==> config.mk <==
export PLATFORM = sky130hd
export DESIGN_NAME = lap_stopwatch_flat
export DESIGN_NICKNAME = d
export VERILOG_FILES = /design/src/rtl/lap_stopwatch_if.sv /design/src/rtl/lap_stopwatch.sv /design/src/flat_wrapper.sv
export SDC_FILE = /design/constraint.sdc
export NUM_CORES = 1
export LEC_CHECK = 0
export ABC_AREA = 1
export BUFFER_PORTS_ARGS = -buffer_cell sky130_fd_sc_hd__buf_2
export CELL_PAD_IN_SITES_DETAIL_PLACEMENT = 0
export CELL_PAD_IN_SITES_GLOBAL_PLACEMENT = 1
export CORE_MARGIN = 1.5
export CORE_UTILIZATION = 40
export CTS_CLUSTER_SIZE = 24
export DETAILED_ROUTE_END_ITERATION = 12
export HOLD_SLACK_MARGIN = 0.02
export PLACE_DENSITY = 0.82
export SETUP_SLACK_MARGIN = 0.4
export SLEW_MARGIN = 20
export SYNTH_ARGS = -nofsm -noshare
export SYNTH_HDL_FRONTEND = slang
export SYNTH_SLANG_ARGS = --single-unit
==> constraint.sdc <==
create_clock -name clk -period 2.05 [get_ports clk]
set_input_delay 0.41 -clock clk [delete_from_list [all_inputs] [get_ports clk]]
set_output_delay 0.41 -clock clk [all_outputs]
set_load 0.02 [all_outputs]
==> src/rtl/lap_stopwatch_if.sv <==
`default_nettype none
// ============================================================================
//  Module      : lap_stopwatch_if
//  Description : Control/status bundle for the lap stopwatch core. The
//                master side (board logic or bench) drives the run/mode
//                levels and command pulses. The slave side (the core) returns
//                the displayed BCD digits and the lap-buffer status.
//  Ports       : enable, down, show_lap        - level controls (master out)
//                clear, load, lap, recall      - one-cycle pulses (master out)
//                load_val[19:0]                - {min,tensec,sec,deci,centi}
//                min..centisec[3:0]            - displayed digits (slave out)
//                lap_count, lap_idx [LW-1:0]   - laps stored / read index
//                lap_full, expired             - status flags
//  Revision    : 1.0 - initial release
// ============================================================================
interface lap_stopwatch_if #(
   parameter int LAP_DEPTH = 4
);
   localparam int LW = $clog2(LAP_DEPTH + 1);

   logic          enable;
   logic          down;
   logic          clear;
   logic          load;
   logic [19:0]   load_val;
   logic          lap;
   logic          recall;
   logic          show_lap;

   logic [3:0]    min;
   logic [3:0]    tensec;
   logic [3:0]    sec;
   logic [3:0]    decisec;
   logic [3:0]    centisec;
   logic [LW-1:0] lap_count;
   logic [LW-1:0] lap_idx;
   logic          lap_full;
   logic          expired;

   modport master (
      output enable, down, clear, load, load_val, lap, recall, show_lap,
      input  min, tensec, sec, decisec, centisec,
      input  lap_count, lap_idx, lap_full, expired
   );

   modport slave (
      input  enable, down, clear, load, load_val, lap, recall, show_lap,
      output min, tensec, sec, decisec, centisec,
      output lap_count, lap_idx, lap_full, expired
   );
endinterface
`default_nettype wire

==> src/rtl/lap_stopwatch.sv <==
`default_nettype none
// ============================================================================
//  Module      : lap_stopwatch
//  Description : Five-digit M:TS.DC stopwatch with up/down counting, preset
//                load with per-digit clamping, sticky expiry flag for
//                count-down, a LAP_DEPTH-entry lap capture buffer with
//                recall, and a centisecond tick divider.
//  Ports       : clk  - single clock, all state updates on rising edge
//                rst  - synchronous active-high reset, clears all state
//                sw   - lap_stopwatch_if.slave control/status bundle
//  Parameters  : TICK_DIV  - clk cycles per centisecond tick (>=1)
//                MIN_MAX   - largest minutes value (1..9)
//                LAP_DEPTH - number of lap slots (>=1)
//  Revision    : 1.0 - initial release
// ============================================================================
module lap_stopwatch #(
   parameter int TICK_DIV  = 1,
   parameter int MIN_MAX   = 9,
   parameter int LAP_DEPTH = 4
) (
   input  wire            clk,
   input  wire            rst,
   lap_stopwatch_if.slave sw
);

   // -------------------------------------------------------------------------
   // Derived sizes and constants
   // -------------------------------------------------------------------------
   localparam int LW = $clog2(LAP_DEPTH + 1);
   // Address width of the lap RAM; at least one bit so LAP_DEPTH=1 still
   // has a legal index.
   localparam int AW = (LAP_DEPTH > 1) ? $clog2(LAP_DEPTH) : 1;
   localparam int MEM_DEPTH = 1 << AW;
   localparam int DW = (TICK_DIV > 1) ? $clog2(TICK_DIV) : 1;

   localparam logic [DW-1:0] c_DIV_LAST  = DW'(TICK_DIV - 1);
   localparam logic [3:0]    c_MIN_MAX   = 4'(MIN_MAX);
   localparam logic [LW-1:0] c_LAP_DEPTH = LW'(LAP_DEPTH);

   // -------------------------------------------------------------------------
   // State
   // -------------------------------------------------------------------------
   logic [DW-1:0] r_div;
   logic [3:0]    r_min;
   logic [3:0]    r_tensec;
   logic [3:0]    r_sec;
   logic [3:0]    r_deci;
   logic [3:0]    r_centi;
   logic          r_expired;
   logic [LW-1:0] r_lap_count;
   logic [LW-1:0] r_lap_idx;
   logic [19:0]   r_lap_mem [0:MEM_DEPTH-1];

   // -------------------------------------------------------------------------
   // Combinational helpers
   // -------------------------------------------------------------------------
   logic          w_tick;
   logic [19:0]   w_live;
   logic          w_lap_full;
   logic          w_lap_we;
   logic          w_live_zero;

   // Up-count next value with ripple carry
   logic [3:0]    w_up_min, w_up_tensec, w_up_sec, w_up_deci, w_up_centi;
   logic          w_cy_centi, w_cy_deci, w_cy_sec, w_cy_tensec;

   // Down-count next value with ripple borrow
   logic [3:0]    w_dn_min, w_dn_tensec, w_dn_sec, w_dn_deci, w_dn_centi;
   logic          w_bw_centi, w_bw_deci, w_bw_sec, w_bw_tensec;
   logic          w_dn_zero;

   // Clamped load value
   logic [3:0]    w_ld_min, w_ld_tensec, w_ld_sec, w_ld_deci, w_ld_centi;

   // Recall index step
   logic [LW-1:0] w_idx_inc;
   logic [LW-1:0] w_idx_next;

   // Display selection
   logic          w_show;
   logic [19:0]   w_lap_rd;
   logic [19:0]   w_disp;

   function automatic logic [3:0] clamp_digit(input logic [3:0] d,
                                              input logic [3:0] mx);
      clamp_digit = (d > mx) ? mx : d;
   endfunction

   assign w_live      = {r_min, r_tensec, r_sec, r_deci, r_centi};
   assign w_live_zero = (w_live == 20'd0);
   assign w_tick      = sw.enable && (r_div == c_DIV_LAST);
   assign w_lap_full  = (r_lap_count == c_LAP_DEPTH);
   // CLEAR wins over LAP; RESET is handled inside the RAM write process.
   assign w_lap_we    = sw.lap && !sw.clear && !w_lap_full;

   // Up counter: each digit rolls over at its own limit and carries upward.
   always_comb begin
      w_cy_centi  = (r_centi == 4'd9);
      w_up_centi  = w_cy_centi ? 4'd0 : r_centi + 4'd1;

      w_cy_deci   = w_cy_centi && (r_deci == 4'd9);
      w_up_deci   = r_deci;
      if (w_cy_centi) begin
         w_up_deci = (r_deci == 4'd9) ? 4'd0 : r_deci + 4'd1;
      end

      w_cy_sec    = w_cy_deci && (r_sec == 4'd9);
      w_up_sec    = r_sec;
      if (w_cy_deci) begin
         w_up_sec = (r_sec == 4'd9) ? 4'd0 : r_sec + 4'd1;
      end

      w_cy_tensec = w_cy_sec && (r_tensec == 4'd5);
      w_up_tensec = r_tensec;
      if (w_cy_sec) begin
         w_up_tensec = (r_tensec == 4'd5) ? 4'd0 : r_tensec + 4'd1;
      end

      // MIN_MAX:59.99 rolls to 0:00.00
      w_up_min    = r_min;
      if (w_cy_tensec) begin
         w_up_min = (r_min == c_MIN_MAX) ? 4'd0 : r_min + 4'd1;
      end
   end

   // Down counter: borrow cascade. Only applied when the live count is
   // non-zero, so the minutes digit never actually underflows.
   always_comb begin
      w_bw_centi  = (r_centi == 4'd0);
      w_dn_centi  = w_bw_centi ? 4'd9 : r_centi - 4'd1;

      w_bw_deci   = w_bw_centi && (r_deci == 4'd0);
      w_dn_deci   = r_deci;
      if (w_bw_centi) begin
         w_dn_deci = (r_deci == 4'd0) ? 4'd9 : r_deci - 4'd1;
      end

      w_bw_sec    = w_bw_deci && (r_sec == 4'd0);
      w_dn_sec    = r_sec;
      if (w_bw_deci) begin
         w_dn_sec = (r_sec == 4'd0) ? 4'd9 : r_sec - 4'd1;
      end

      w_bw_tensec = w_bw_sec && (r_tensec == 4'd0);
      w_dn_tensec = r_tensec;
      if (w_bw_sec) begin
         w_dn_tensec = (r_tensec == 4'd0) ? 4'd5 : r_tensec - 4'd1;
      end

      w_dn_min    = r_min;
      if (w_bw_tensec) begin
         w_dn_min = (r_min == 4'd0) ? c_MIN_MAX : r_min - 4'd1;
      end

      w_dn_zero   = ({w_dn_min, w_dn_tensec, w_dn_sec,
                      w_dn_deci, w_dn_centi} == 20'd0);
   end

   // Out-of-range preset digits saturate at their legal maximum.
   always_comb begin
      w_ld_min    = clamp_digit(sw.load_val[19:16], c_MIN_MAX);
      w_ld_tensec = clamp_digit(sw.load_val[15:12], 4'd5);
      w_ld_sec    = clamp_digit(sw.load_val[11:8],  4'd9);
      w_ld_deci   = clamp_digit(sw.load_val[7:4],   4'd9);
      w_ld_centi  = clamp_digit(sw.load_val[3:0],   4'd9);
   end

   // -------------------------------------------------------------------------
   // Tick divider: holds while disabled, restarts on CLEAR or LOAD.
   // -------------------------------------------------------------------------
   always_ff @(posedge clk) begin
      if (rst) begin
         r_div <= '0;
      end else if (sw.clear || sw.load) begin
         r_div <= '0;
      end else if (sw.enable) begin
         r_div <= (r_div == c_DIV_LAST) ? '0 : r_div + DW'(1);
      end
   end

   // -------------------------------------------------------------------------
   // Live count and expiry flag. Priority: RESET > CLEAR > LOAD > tick.
   // -------------------------------------------------------------------------
   always_ff @(posedge clk) begin
      if (rst) begin
         r_min     <= 4'd0;
         r_tensec  <= 4'd0;
         r_sec     <= 4'd0;
         r_deci    <= 4'd0;
         r_centi   <= 4'd0;
         r_expired <= 1'b0;
      end else if (sw.clear) begin
         r_min     <= 4'd0;
         r_tensec  <= 4'd0;
         r_sec     <= 4'd0;
         r_deci    <= 4'd0;
         r_centi   <= 4'd0;
         r_expired <= 1'b0;
      end else if (sw.load) begin
         r_min     <= w_ld_min;
         r_tensec  <= w_ld_tensec;
         r_sec     <= w_ld_sec;
         r_deci    <= w_ld_deci;
         r_centi   <= w_ld_centi;
         r_expired <= 1'b0;
      end else if (w_tick) begin
         if (sw.down) begin
            // Count-down parks at zero; a tick at zero changes nothing,
            // including the expiry flag.
            if (!w_live_zero) begin
               r_min    <= w_dn_min;
               r_tensec <= w_dn_tensec;
               r_sec    <= w_dn_sec;
               r_deci   <= w_dn_deci;
               r_centi  <= w_dn_centi;
               if (w_dn_zero) begin
                  r_expired <= 1'b1;
               end
            end
         end else begin
            r_min    <= w_up_min;
            r_tensec <= w_up_tensec;
            r_sec    <= w_up_sec;
            r_deci   <= w_up_deci;
            r_centi  <= w_up_centi;
         end
      end
   end

   // -------------------------------------------------------------------------
   // Lap buffer. The stored value is the pre-edge live count, so a same-edge
   // tick or LOAD does not affect what gets captured.
   // -------------------------------------------------------------------------
   always_ff @(posedge clk) begin
      if (rst) begin
         r_lap_count <= '0;
      end else if (sw.clear) begin
         r_lap_count <= '0;
      end else if (w_lap_we) begin
         r_lap_count <= r_lap_count + LW'(1);
      end
   end

   // RAM contents need no reset; only the fill count defines validity.
   always_ff @(posedge clk) begin
      if (!rst && w_lap_we) begin
         r_lap_mem[r_lap_count[AW-1:0]] <= w_live;
      end
   end

   // Read index walks the filled slots and wraps back to slot 0.
   assign w_idx_inc  = r_lap_idx + LW'(1);
   assign w_idx_next = (w_idx_inc == r_lap_count) ? '0 : w_idx_inc;

   always_ff @(posedge clk) begin
      if (rst) begin
         r_lap_idx <= '0;
      end else if (sw.clear) begin
         r_lap_idx <= '0;
      end else if (sw.recall && (r_lap_count != '0)) begin
         r_lap_idx <= w_idx_next;
      end
   end

   // -------------------------------------------------------------------------
   // Display mux: purely combinational so SHOW_LAP takes effect immediately.
   // An empty buffer always shows the live count.
   // -------------------------------------------------------------------------
   assign w_show   = sw.show_lap && (r_lap_count != '0);
   assign w_lap_rd = r_lap_mem[r_lap_idx[AW-1:0]];
   assign w_disp   = w_show ? w_lap_rd : w_live;

   assign sw.min       = w_disp[19:16];
   assign sw.tensec    = w_disp[15:12];
   assign sw.sec       = w_disp[11:8];
   assign sw.decisec   = w_disp[7:4];
   assign sw.centisec  = w_disp[3:0];
   assign sw.lap_count = r_lap_count;
   assign sw.lap_idx   = r_lap_idx;
   assign sw.lap_full  = w_lap_full;
   assign sw.expired   = r_expired;

endmodule
`default_nettype wire
==> src/flat_wrapper.sv <==
// flat-port wrapper written by rule: the top's interface ports become plain ports
module lap_stopwatch_flat 
#(
   parameter int TICK_DIV  = 1,
   parameter int MIN_MAX   = 9,
   parameter int LAP_DEPTH = 4
)
  (clk, rst, sw_enable, sw_down, sw_clear, sw_load, sw_load_val, sw_lap, sw_recall, sw_show_lap, sw_min, sw_tensec, sw_sec, sw_decisec, sw_centisec, sw_lap_count, sw_lap_idx, sw_lap_full, sw_expired);
  lap_stopwatch_if #(.LAP_DEPTH(LAP_DEPTH)) sw_i ();
  input  wire clk;
  input  wire rst;
  input wire logic [$bits(sw_i.enable)-1:0] sw_enable;
  input wire logic [$bits(sw_i.down)-1:0] sw_down;
  input wire logic [$bits(sw_i.clear)-1:0] sw_clear;
  input wire logic [$bits(sw_i.load)-1:0] sw_load;
  input wire logic [$bits(sw_i.load_val)-1:0] sw_load_val;
  input wire logic [$bits(sw_i.lap)-1:0] sw_lap;
  input wire logic [$bits(sw_i.recall)-1:0] sw_recall;
  input wire logic [$bits(sw_i.show_lap)-1:0] sw_show_lap;
  output wire logic [$bits(sw_i.min)-1:0] sw_min;
  output wire logic [$bits(sw_i.tensec)-1:0] sw_tensec;
  output wire logic [$bits(sw_i.sec)-1:0] sw_sec;
  output wire logic [$bits(sw_i.decisec)-1:0] sw_decisec;
  output wire logic [$bits(sw_i.centisec)-1:0] sw_centisec;
  output wire logic [$bits(sw_i.lap_count)-1:0] sw_lap_count;
  output wire logic [$bits(sw_i.lap_idx)-1:0] sw_lap_idx;
  output wire logic [$bits(sw_i.lap_full)-1:0] sw_lap_full;
  output wire logic [$bits(sw_i.expired)-1:0] sw_expired;
  assign sw_i.enable = sw_enable;
  assign sw_i.down = sw_down;
  assign sw_i.clear = sw_clear;
  assign sw_i.load = sw_load;
  assign sw_i.load_val = sw_load_val;
  assign sw_i.lap = sw_lap;
  assign sw_i.recall = sw_recall;
  assign sw_i.show_lap = sw_show_lap;
  assign sw_min = sw_i.min;
  assign sw_tensec = sw_i.tensec;
  assign sw_sec = sw_i.sec;
  assign sw_decisec = sw_i.decisec;
  assign sw_centisec = sw_i.centisec;
  assign sw_lap_count = sw_i.lap_count;
  assign sw_lap_idx = sw_i.lap_idx;
  assign sw_lap_full = sw_i.lap_full;
  assign sw_expired = sw_i.expired;
  lap_stopwatch #(.TICK_DIV(TICK_DIV), .MIN_MAX(MIN_MAX), .LAP_DEPTH(LAP_DEPTH)) u_core (.clk(clk), .rst(rst), .sw(sw_i));
endmodule
==> results.ini <==
[floorplan]
die-area_um2 = 14700
die_h_um = 121
num_rows = 43
fp.dieW_um = 121
start_util_pct = 40.6
core_um2 = 13800
pin_count = 57

[sta]
setup_viol = 20
slew_headroom_pct = 71.5
finalCriticalPeriod_ps = 2250
setup_ws_ps = -199
worstMarginPinSlew_ps = 422
fmax_mhz = 445
drv_slew = 0
fin_hold_ws_ps = 364
hold_viol_final = 0
post-route-period-util_pct = 110
rsz0062_at_grt = yes
skew_ps = 7.27

[clocking]
clockBufferDepth = 2
cts_max_level = 3
clock-sinks = 109
cts_tree = done
clkTransAtPathRegs_ps = 70
clock_latency_ps = 350
clock-root-buffer = clkbuf_16
cts_buffers = 9

[yosys]
synth-simple-area-share_pct = 21.0
synth_nets = 687
synth_edf_count = 80
synth_fa_ha_area_share_pct = 1.12
ys_types = 39
synth-seq-cells = 109
synth_warnings = 0
synth_area_per_cell_um2 = 8.57
synthCells = 653
synth_compound_area_share_pct = 17.1
synth_top_family_by_area = simple AND/OR/NAND/NOR gates
ys_seq_area_share_pct = 53.3
synth_mux_area_share_pct = 0
synth-xor-area-share_pct = 0.939
syn-cell-area_um2 = 5600
ys.flop_type = edfxtp_1
async_flop_share_pct = 0

[place]
hpwl_um = 10600
io_buffer_count = 56
dp_slack_ps = 100
gp_congestion = 0.912

[setup_path]
startpoint_type = flip-flop
worstSetupEndpoint = sw_tensec[2]
r2r-start = u_core.sw.lap_count[1]
cp-end-kind = primary output
path_max_fanout = 10
cp.arrival_ps = 1840
rr_worst_depth = 9
rrSetupSlack_ps = 110
crit_path_start = u_core.sw.lap_count[1]
path_class = flip-flop to primary output
required_ps = 1640
reg2reg_to = u_core.r_lap_mem[2][3]

[grt]
grt_overflow = 0
grt_max_degree = 41
track_usage_pct = 22.7
antenna_found_initial = 0
grt_pass1_wl_um = 25400
grt_pass1_vias = 4944

[layout]
drive_above_1_share_pct = 38.3
utilization_pct = 56.8
final_nets = 810
syn2layout_area_growth_pct = 39.9
multiInputGateArea_um2 = 2710
antenna_cells = 0
ff_latch_area_um2 = 3050
num-fill-cells = 1239

[run_status]
status = complete, but fails checks
violations = setup timing

[hold_path]
worstHoldPathCells = 4
hold_class = primary input to flip-flop

[power_and_ir_drop]
power.leakage_uw = 0.00306
vdd_drop_max_mv = 0.341
power_density_nw_per_um2 = 686

[drt]
wirelength_um = 17200
drtAntennaViolNets = 0
routed_via_density = 5.47
drt-initial-drc-count = 369
dr.pass1.iters = 5
wl_per_cell_um = 17.9
vias = 5260
drc = 0

[run]
max_cap_viol_count = 0

==> metal layers <==
layer / global-route usage (%) / up-vias / part of all wire (%)
met1: 28.6 / 2516 / 41
met3: 3.67 / 47 / 6.3
met4: 8.46 / 0 / 3.2
met2: 39.1 / 205 / 50
li1: - / 2492 / -
met5: 0 / - / 0
==> cells in the final DEF, fill, tap and decap left out, types with 15 or more instances in the layout <==
cell type | Yosys | routed
o21ai_2 | 0 | 33
buf_4 | 0 | 54
a21oi_1 | 40 | 32
nand2_1 | 108 | 80
nor2_1 | 110 | 94
nand2_4 | 5 | 15
nand3_1 | 34 | 31
inv_1 | 66 | 53
nand2_2 | 1 | 19
nor2_4 | 5 | 15
o32ai_1 | 20 | 18
edfxtp_1 | 80 | 80
dfxtp_4 | 0 | 16
buf_2 | 4 | 35
o21ai_0 | 74 | 43
buf_6 | 1 | 33
==> metrics by stage <==
stage | TNS [ps] | std cells | area [um^2] | total power (uW)
2_1_floorplan | 0 | 653 | 5750 | 3050
3_3_place_gp | 0 | 903 | 6530 | 3310
3_5_place_dp | 0 | 903 | 6530 | 3320
4_1_cts | -3140 | 936 | 7230 | 5160
5_1_grt | -4390 | 961 | 7830 | 5560
6_report | -3290 | 961 | 7830 | 5370
==> sequential cells by signal (all words and copies together), names as in the netlist, named ones only <==
signal / count
u_core.r_deci: 4
u_core.r_centi: 4
u_core.r_tensec: 4
u_core.r_sec: 4
u_core.r_lap_mem: 80
u_core.sw.lap_idx: 3
u_core.sw.lap_count: 3
u_core.r_min: 4
u_core.sw.expired: 1
==> kinds of logic (layout without fill, tap and decap cells) <==
kind of cell	count (synthesis)	after routing
simple gates	274	274
compound gates	165	165
fa+ha+maj	5	5
buf+inv	94	222
flops	109	109
xor+xnor	6	6
==> power breakdown <==
part | internal (uW) | leakage, uW | switching (uW)
combinational | 485 | 0.00195 | 675
clock | 981 | 0.000147 | 776
sequential | 2400 | 0.000962 | 49.0
==> worst min-delay path by stage <==
| stage | slack [ps] | from | endpoint |
|---|---|---|---|
| CTS | 350 | rst | u_core.sw.lap_count[2] |
| global route | 370 | rst | u_core.sw.lap_count[2] |
| detailed placement | 450 | u_core.sw.expired | u_core.sw.expired |
| global placement | 440 | u_core.sw.expired | u_core.sw.expired |
| floorplan | 450 | u_core.r_sec[2] | u_core.r_lap_mem[0][10] |
| finish | 360 | rst | u_core.sw.lap_count[2] |
==> cells in the mapped netlist (2+ instances only) <==
cell | n | area, um^2
ha_1 | 5 | 62.6
o21ai_0 | 74 | 370
o211ai_1 | 6 | 45.0
nand2_1 | 108 | 405
nand3_1 | 34 | 170
clkbuf_1 | 17 | 63.8
dfxtp_1 | 29 | 581
o31ai_1 | 2 | 15.0
xor2_1 | 5 | 43.8
buf_2 | 4 | 20.0
a22oi_1 | 3 | 22.5
nor2_2 | 4 | 25.0
o21ai_1 | 10 | 50.1
a211oi_1 | 4 | 30.0
edfxtp_1 | 80 | 2400
o32ai_1 | 20 | 175
nor2_1 | 110 | 413
nand2_4 | 5 | 56.3
buf_1 | 2 | 7.51
nand4_1 | 4 | 25.0
a21oi_1 | 40 | 200
nor2_4 | 5 | 56.3
inv_1 | 66 | 248
==> cell type report <==
class / instances / share of cell area (%)
tap: 180 / 2.88
sequential: 109 / 38.9
multi-input combinational: 450 / 34.6
clock inverter: 4 / 0.623
inverter: 69 / 3.53
timing repair buffer: 137 / 16.3
clock buffer: 12 / 3.15
==> worst max-delay path, stage by stage, from the launching register on <==
cell	delay [ps]
dfxtp_4	360
clkinvlp_4	100
ha_4	180
a21boi_4	230
buf_6	140
buf_12	140
buf_4	130
o21ai_2	50
buf_4	150
==> what timing repair did <==
item,4_1_cts,5_1_grt
buffers inserted,14,22
hold buffers,0,0
endpoints found under the setup margin,42,128
gates resized for setup,81,122
cloned,3,3
pin swaps,11,34
(Power assumes the default switching activity.)
